**src/rtl/core_sequencer.sv**
```systemverilog
// Multi-cycle control sequencer for a simple in-order core: steps each instruction
// through FETCH/DECODE/EXECUTE/MEM/WB, drives datapath strobes and counts retirements.
module core_sequencer #(
  parameter int INSTRET_W = 32
) (
  input  logic                 i_clk,
  input  logic                 i_rst_n,
  input  logic [2:0]           i_inst_type,
  input  logic [4:0]           i_rd,
  input  logic                 i_branch_taken,
  input  logic                 i_imem_ack,
  input  logic                 i_dmem_ack,
  output logic                 o_imem_req,
  output logic                 o_dmem_req,
  output logic                 o_dmem_we,
  output logic                 o_ir_we,
  output logic                 o_rf_we,
  output logic                 o_pc_we,
  output logic                 o_pc_sel,
  output logic                 o_halted,
  output logic [2:0]           o_state,
  output logic [INSTRET_W-1:0] o_instret
);

  typedef enum logic [2:0] {
    S_FETCH   = 3'd0,
    S_DECODE  = 3'd1,
    S_EXECUTE = 3'd2,
    S_MEM     = 3'd3,
    S_WB      = 3'd4,
    S_HALT    = 3'd5
  } state_t;

  localparam logic [2:0] T_LOAD   = 3'd2;
  localparam logic [2:0] T_STORE  = 3'd3;
  localparam logic [2:0] T_BRANCH = 3'd4;
  localparam logic [2:0] T_JUMP   = 3'd6;
  localparam logic [2:0] T_SYSTEM = 3'd7;

  localparam logic [INSTRET_W-1:0] INSTRET_ONE = {{(INSTRET_W-1){1'b0}}, 1'b1};

  state_t                 r_state;
  logic   [2:0]           r_type_q;
  logic   [4:0]           r_rd_q;
  logic   [INSTRET_W-1:0] r_instret;

  state_t w_next;
  logic   w_imem_req;
  logic   w_dmem_req;
  logic   w_dmem_we;
  logic   w_ir_we;
  logic   w_rf_we;
  logic   w_pc_we;
  logic   w_pc_sel;
  logic   w_halted;
  logic   w_retire;

  always_ff @(posedge i_clk) begin
    if (!i_rst_n) begin
      r_state   <= S_FETCH;
      r_type_q  <= 3'd0;
      r_rd_q    <= 5'd0;
      r_instret <= '0;
    end else begin
      r_state <= w_next;
      if (r_state == S_DECODE) begin
        r_type_q <= i_inst_type;
        r_rd_q   <= i_rd;
      end
      if (w_retire) begin
        r_instret <= r_instret + INSTRET_ONE;
      end
    end
  end

  // Requests depend only on r_state/r_type_q; acks only steer strobes and next state.
  always_comb begin
    w_next     = r_state;
    w_imem_req = 1'b0;
    w_dmem_req = 1'b0;
    w_dmem_we  = 1'b0;
    w_ir_we    = 1'b0;
    w_rf_we    = 1'b0;
    w_pc_we    = 1'b0;
    w_pc_sel   = 1'b0;
    w_halted   = 1'b0;
    w_retire   = 1'b0;
    case (r_state)
      S_FETCH: begin
        w_imem_req = 1'b1;
        if (i_imem_ack) begin
          w_ir_we = 1'b1;
          w_next  = S_DECODE;
        end
      end
      S_DECODE: begin
        w_next = (i_inst_type == T_SYSTEM) ? S_HALT : S_EXECUTE;
      end
      S_EXECUTE: begin
        case (r_type_q)
          T_LOAD, T_STORE: w_next = S_MEM;
          T_BRANCH: begin
            w_pc_we  = 1'b1;
            w_pc_sel = i_branch_taken;
            w_retire = 1'b1;
            w_next   = S_FETCH;
          end
          T_SYSTEM: w_next = S_HALT;
          default:  w_next = S_WB;
        endcase
      end
      S_MEM: begin
        w_dmem_req = 1'b1;
        w_dmem_we  = (r_type_q == T_STORE);
        if (i_dmem_ack) begin
          if (r_type_q == T_STORE) begin
            w_pc_we  = 1'b1;
            w_retire = 1'b1;
            w_next   = S_FETCH;
          end else begin
            w_next = S_WB;
          end
        end
      end
      S_WB: begin
        w_rf_we  = (r_rd_q != 5'd0);
        w_pc_we  = 1'b1;
        w_pc_sel = (r_type_q == T_JUMP);
        w_retire = 1'b1;
        w_next   = S_FETCH;
      end
      S_HALT: begin
        w_halted = 1'b1;
      end
      default: begin
        w_next = S_FETCH;
      end
    endcase
  end

  // Everything is forced quiet while reset is held, including the cycle of the reset edge.
  assign o_imem_req = w_imem_req & i_rst_n;
  assign o_dmem_req = w_dmem_req & i_rst_n;
  assign o_dmem_we  = w_dmem_we  & i_rst_n;
  assign o_ir_we    = w_ir_we    & i_rst_n;
  assign o_rf_we    = w_rf_we    & i_rst_n;
  assign o_pc_we    = w_pc_we    & i_rst_n;
  assign o_pc_sel   = w_pc_sel   & i_rst_n;
  assign o_halted   = w_halted   & i_rst_n;
  assign o_state    = r_state;
  assign o_instret  = r_instret;

endmodule
```
**config.mk**
```make
export PLATFORM = sky130hd
export DESIGN_NAME = core_sequencer
export DESIGN_NICKNAME = d
export VERILOG_FILES = /design/src/rtl/core_sequencer.sv
export SDC_FILE = /design/constraint.sdc
export NUM_CORES = 1
export LEC_CHECK = 0
export BUFFER_PORTS_ARGS = -buffer_cell sky130_fd_sc_hd__buf_2
export CAP_MARGIN = 5
export CORE_ASPECT_RATIO = 1.1
export CORE_MARGIN = 8
export CORE_UTILIZATION = 35
export CTS_CLUSTER_SIZE = 14
export DETAILED_ROUTE_END_ITERATION = 16
export GPL_TIMING_DRIVEN = 0
export PLACE_DENSITY_LB_ADDON = 0.1
export RECOVER_POWER = 50
export REMOVE_ABC_BUFFERS = 1
export SLEW_MARGIN = 20
export SYNTH_ARGS = -nofsm -noshare
export SYNTH_HDL_FRONTEND = slang
export SYNTH_SLANG_ARGS = --single-unit
```
**constraint.sdc**
```tcl
create_clock -name i_clk -period 1.8 [get_ports i_clk]
set_input_delay 0.36 -clock i_clk [delete_from_list [all_inputs] [get_ports i_clk]]
set_output_delay 0.36 -clock i_clk [all_outputs]
set_load 0.03 [all_outputs]
```
==> impl_metrics.toml <==
[sta]
setup_slack_ns = -0.181
setup_violations = 27
relSlewSlack = 0.470
finalHoldViolCount = 0
fin_crit_ns = 1.98
rsz0062_at_grt = "yes"
worstMarginPinSlew_ns = 0.790
final_max_slew_viol_count = 0
fin_crit_sh = 1.10
fmax_mhz = 505
skew_ns = 0.0113

[synthesis]
synth_edf_count = 0
synth_top_flop_cell = "dfxtp_1"
avgSynthCellArea_um2 = 8.97
synth_seq_cells = 43
synth.largest_area_cell = "dfxtp_1"
synth_top_area_frac = 0.379
synth_common_cells = "43 x dfxtp_1, 33 x nor2_1, 21 x xnor2_1, 16 x nand2_1, 15 x nand3_1"
yosysSeqAreaShare = 0.379
synthArstFlopShare = 0
synth.most_common_cell = "dfxtp_1"
ys_types = 42
synth_cells = 253
syn-cell-area_mm2 = 0.00227
ys_warn_count = 0
synthTopCellsByArea = "dfxtp_1 38%, xnor2_1 8.1%, mux2i_1 5.7%"

[placed_design]
globalplace.congestion = 0.830
dp_cells = 375
hpwlAfterDp_mm = 3.78
pre_cts_ws_ns = -1.05
port_buffers = 55
placed_area_mm2 = 0.00258

[critical_path]
reg2reg_depth = 7
worstPathCellList = "nand2b_4 -> o41a_4 -> buf_6 -> a2111oi_4 -> buf_6 -> nand4_1 -> mux2i_1"
rrSetupSlack_ns = -0.18
crit_fanout = 5
worstSetupPathType = "flip-flop to flip-flop"
startpoint_type = "flip-flop"
endpoint_kind = "flip-flop"
crit_required_ns = 1.99
max_stage_delay_ns = 0.48
slowest_stage = "o41a_4"
r2r-start = "r_type_q[0]$_SDFFE_PN0N_"
cp_common_cell = "buf_6"
rr_endpoint = "o_instret[29]$_SDFFE_PN0P_"
arrival_ns = 2.18

[hold_path]
min_to = "r_rd_q[4]$_SDFFE_PN0N_"
whs_path_depth = 3
hold_path_class = "primary input to flip-flop"
hp-start = "i_rd[4]"

[floorplanning]
io_pins = 56
die_w_um = 92.8
core_mm2 = 0.00623
start_util = 0.364
dieArea_mm2 = 0.00932
die_y_um = 100
rows = 30

[run_status]
status = "complete, but fails checks"
violations = "setup timing"

[grt]
grt_max_degree = 40
grtUsageTotal = 0.143
grt_antenna_before_repair = 0
grt_overflow = 0
grt_pass1_vias = 2198
grt_pass1_wl_mm = 10.7

[cts]
cts_buffers = 5
cts.sinks = 43
clkTransAtPathRegs_ns = 0.09
insertion_delay_ns = 0.30
htreeDepth = 2
cts_tree = "yes"
clock_path_buffers = 2
clock-root-buffer = "clkbuf_8"

[finish]
drive_gt1_frac = 0.379
final_core_util = 0.514
area_growth_pct = 41.3
layout.cells.non_filler = 418
layout.nets = 351
diodes = 0
final_area_mm2 = 0.00321

[detailed_routing]
drtPass1Iterations = 4
detail_route.wl_per_cell_um = 16.1
drt_iter0_drc = 63
drt_wl_total_mm = 6.72
detail_route.vias_per_cell = 5.24
vias = 2192
antenna_left = 0
remaining_drc_errors = 0

[power]
power_frac_comb = 0.197
p_sw_uw = 611
p_leak_uw = 0.00115
power.density_mw_per_mm2 = 637
swShare = 0.299
vdd_drop_max_mv = 0.312
clkPwrFrac = 0.305
internal_power_uw = 1430
p_seq_frac = 0.497

[run]
maxCapViolCount = 0
==> cells in the final DEF (no fill, tap or decap), types with 3 or more instances in the layout <==
| cell | instances |
|---|---|
| clkbuf_8 | 5 |
| and3_1 | 5 |
| clkbuf_1 | 18 |
| a211oi_1 | 5 |
| clkinvlp_4 | 3 |
| nand3_1 | 13 |
| nor3_2 | 4 |
| nor2_1 | 31 |
| buf_4 | 31 |
| buf_6 | 6 |
| nand4_1 | 6 |
| o21ai_0 | 4 |
| a2111oi_4 | 9 |
| dfxtp_1 | 36 |
| and4_1 | 5 |
| nand2b_1 | 6 |
| xnor2_1 | 21 |
| buf_2 | 32 |
| nand2_1 | 14 |
| dfxtp_2 | 3 |
| dfxtp_4 | 4 |
| a211oi_2 | 3 |
| mux2i_1 | 13 |
| a21oi_1 | 8 |
| inv_1 | 9 |
==> through the flow <==
stage,hold WS (ns),power [µW],setup TNS (ns)
after floorplan,0.451,1220,-19.33
after global placement,0.465,1290,-27.82
after detailed placement,0.477,1290,-25.87
after CTS,0.292,2040,-2.63
after global routing,0.303,2130,-4.97
final,0.293,2040,-2.81
==> power by group through the flow <==
stage	combinational, µW	sequential [µW]	clock, µW
finish	403	1020	624
CTS	369	1010	657
floorplan	169	1050	0
detailed placement	255	1040	0
global placement	254	1040	0
global route	434	1020	679
==> layer usage <==
| layer | track usage | share of wire |
|---|---|---|
| met4 | 0.0484 | 0.016 |
| met3 | 0.0396 | 0.049 |
| met2 | 0.241 | 0.49 |
| met1 | 0.168 | 0.45 |
| met5 | 0 | 0 |
==> kinds of logic (layout without fill, tap and decap cells) <==
group / count (synthesis) / after routing / share of synthesized area
compound gates: 44 / 45 / 0.181
xor+xnor: 21 / 21 / 0.0811
fa+ha+maj: 1 / 1 / 0.00551
buf+inv: 24 / 107 / 0.0452
flops: 43 / 43 / 0.379
mux: 14 / 14 / 0.0623
simple gates: 106 / 107 / 0.245
==> worst max-delay path by stage <==
stage                                   from                          to  slack (ns)
global route         o_state[0]$_SDFFE_PN0P_  o_instret[29]$_SDFFE_PN0P_       -0.28
detailed placement   o_state[1]$_SDFFE_PN0P_  o_instret[29]$_SDFFE_PN0P_       -1.05
global placement     o_state[1]$_SDFFE_PN0P_  o_instret[31]$_SDFFE_PN0P_       -1.07
finish              r_type_q[0]$_SDFFE_PN0N_  o_instret[29]$_SDFFE_PN0P_       -0.18
floorplan            o_state[1]$_SDFFE_PN0P_  o_instret[29]$_SDFFE_PN0P_       -0.73
CTS                 r_type_q[0]$_SDFFE_PN0N_  o_instret[29]$_SDFFE_PN0P_       -0.16
==> critical path: cells and delay by family, from the launching register on <==
family	cells	cell delay, ns
AO/OA/AOI/OAI	2	0.83
flip-flops	1	0.34
buffers and inverters	2	0.32
AND/OR/NAND/NOR	2	0.25
multiplexers	1	0.13
==> timing repair <==
item	in CTS	in global routing
setup buffers	27	5
hold buffers	0	0
gates resized for setup	48	21
cloned	3	0
pin swaps	16	17
endpoints found under the setup margin	48	36
==> state kept, by name, indices dropped and copies added, names as in the netlist <==
| name | cells |
|---|---|
| o_instret | 32 |
| o_state | 3 |
| r_rd_q | 5 |
| r_type_q | 3 |
==> area by class of cell <==
| type | count | area, µm² |
|---|---|---|
| Fill cell | 637 | 3030 |
| Multi-Input combinational cell | 188 | 1550 |
| Sequential cell | 43 | 880 |
| Timing Repair Buffer | 88 | 536 |
| Tap cell | 80 | 100 |
| Clock buffer | 5 | 68.8 |
| Inverter | 11 | 50.0 |
| Clock inverter | 3 | 20.0 |
Power figures use the tool's default switching activity.
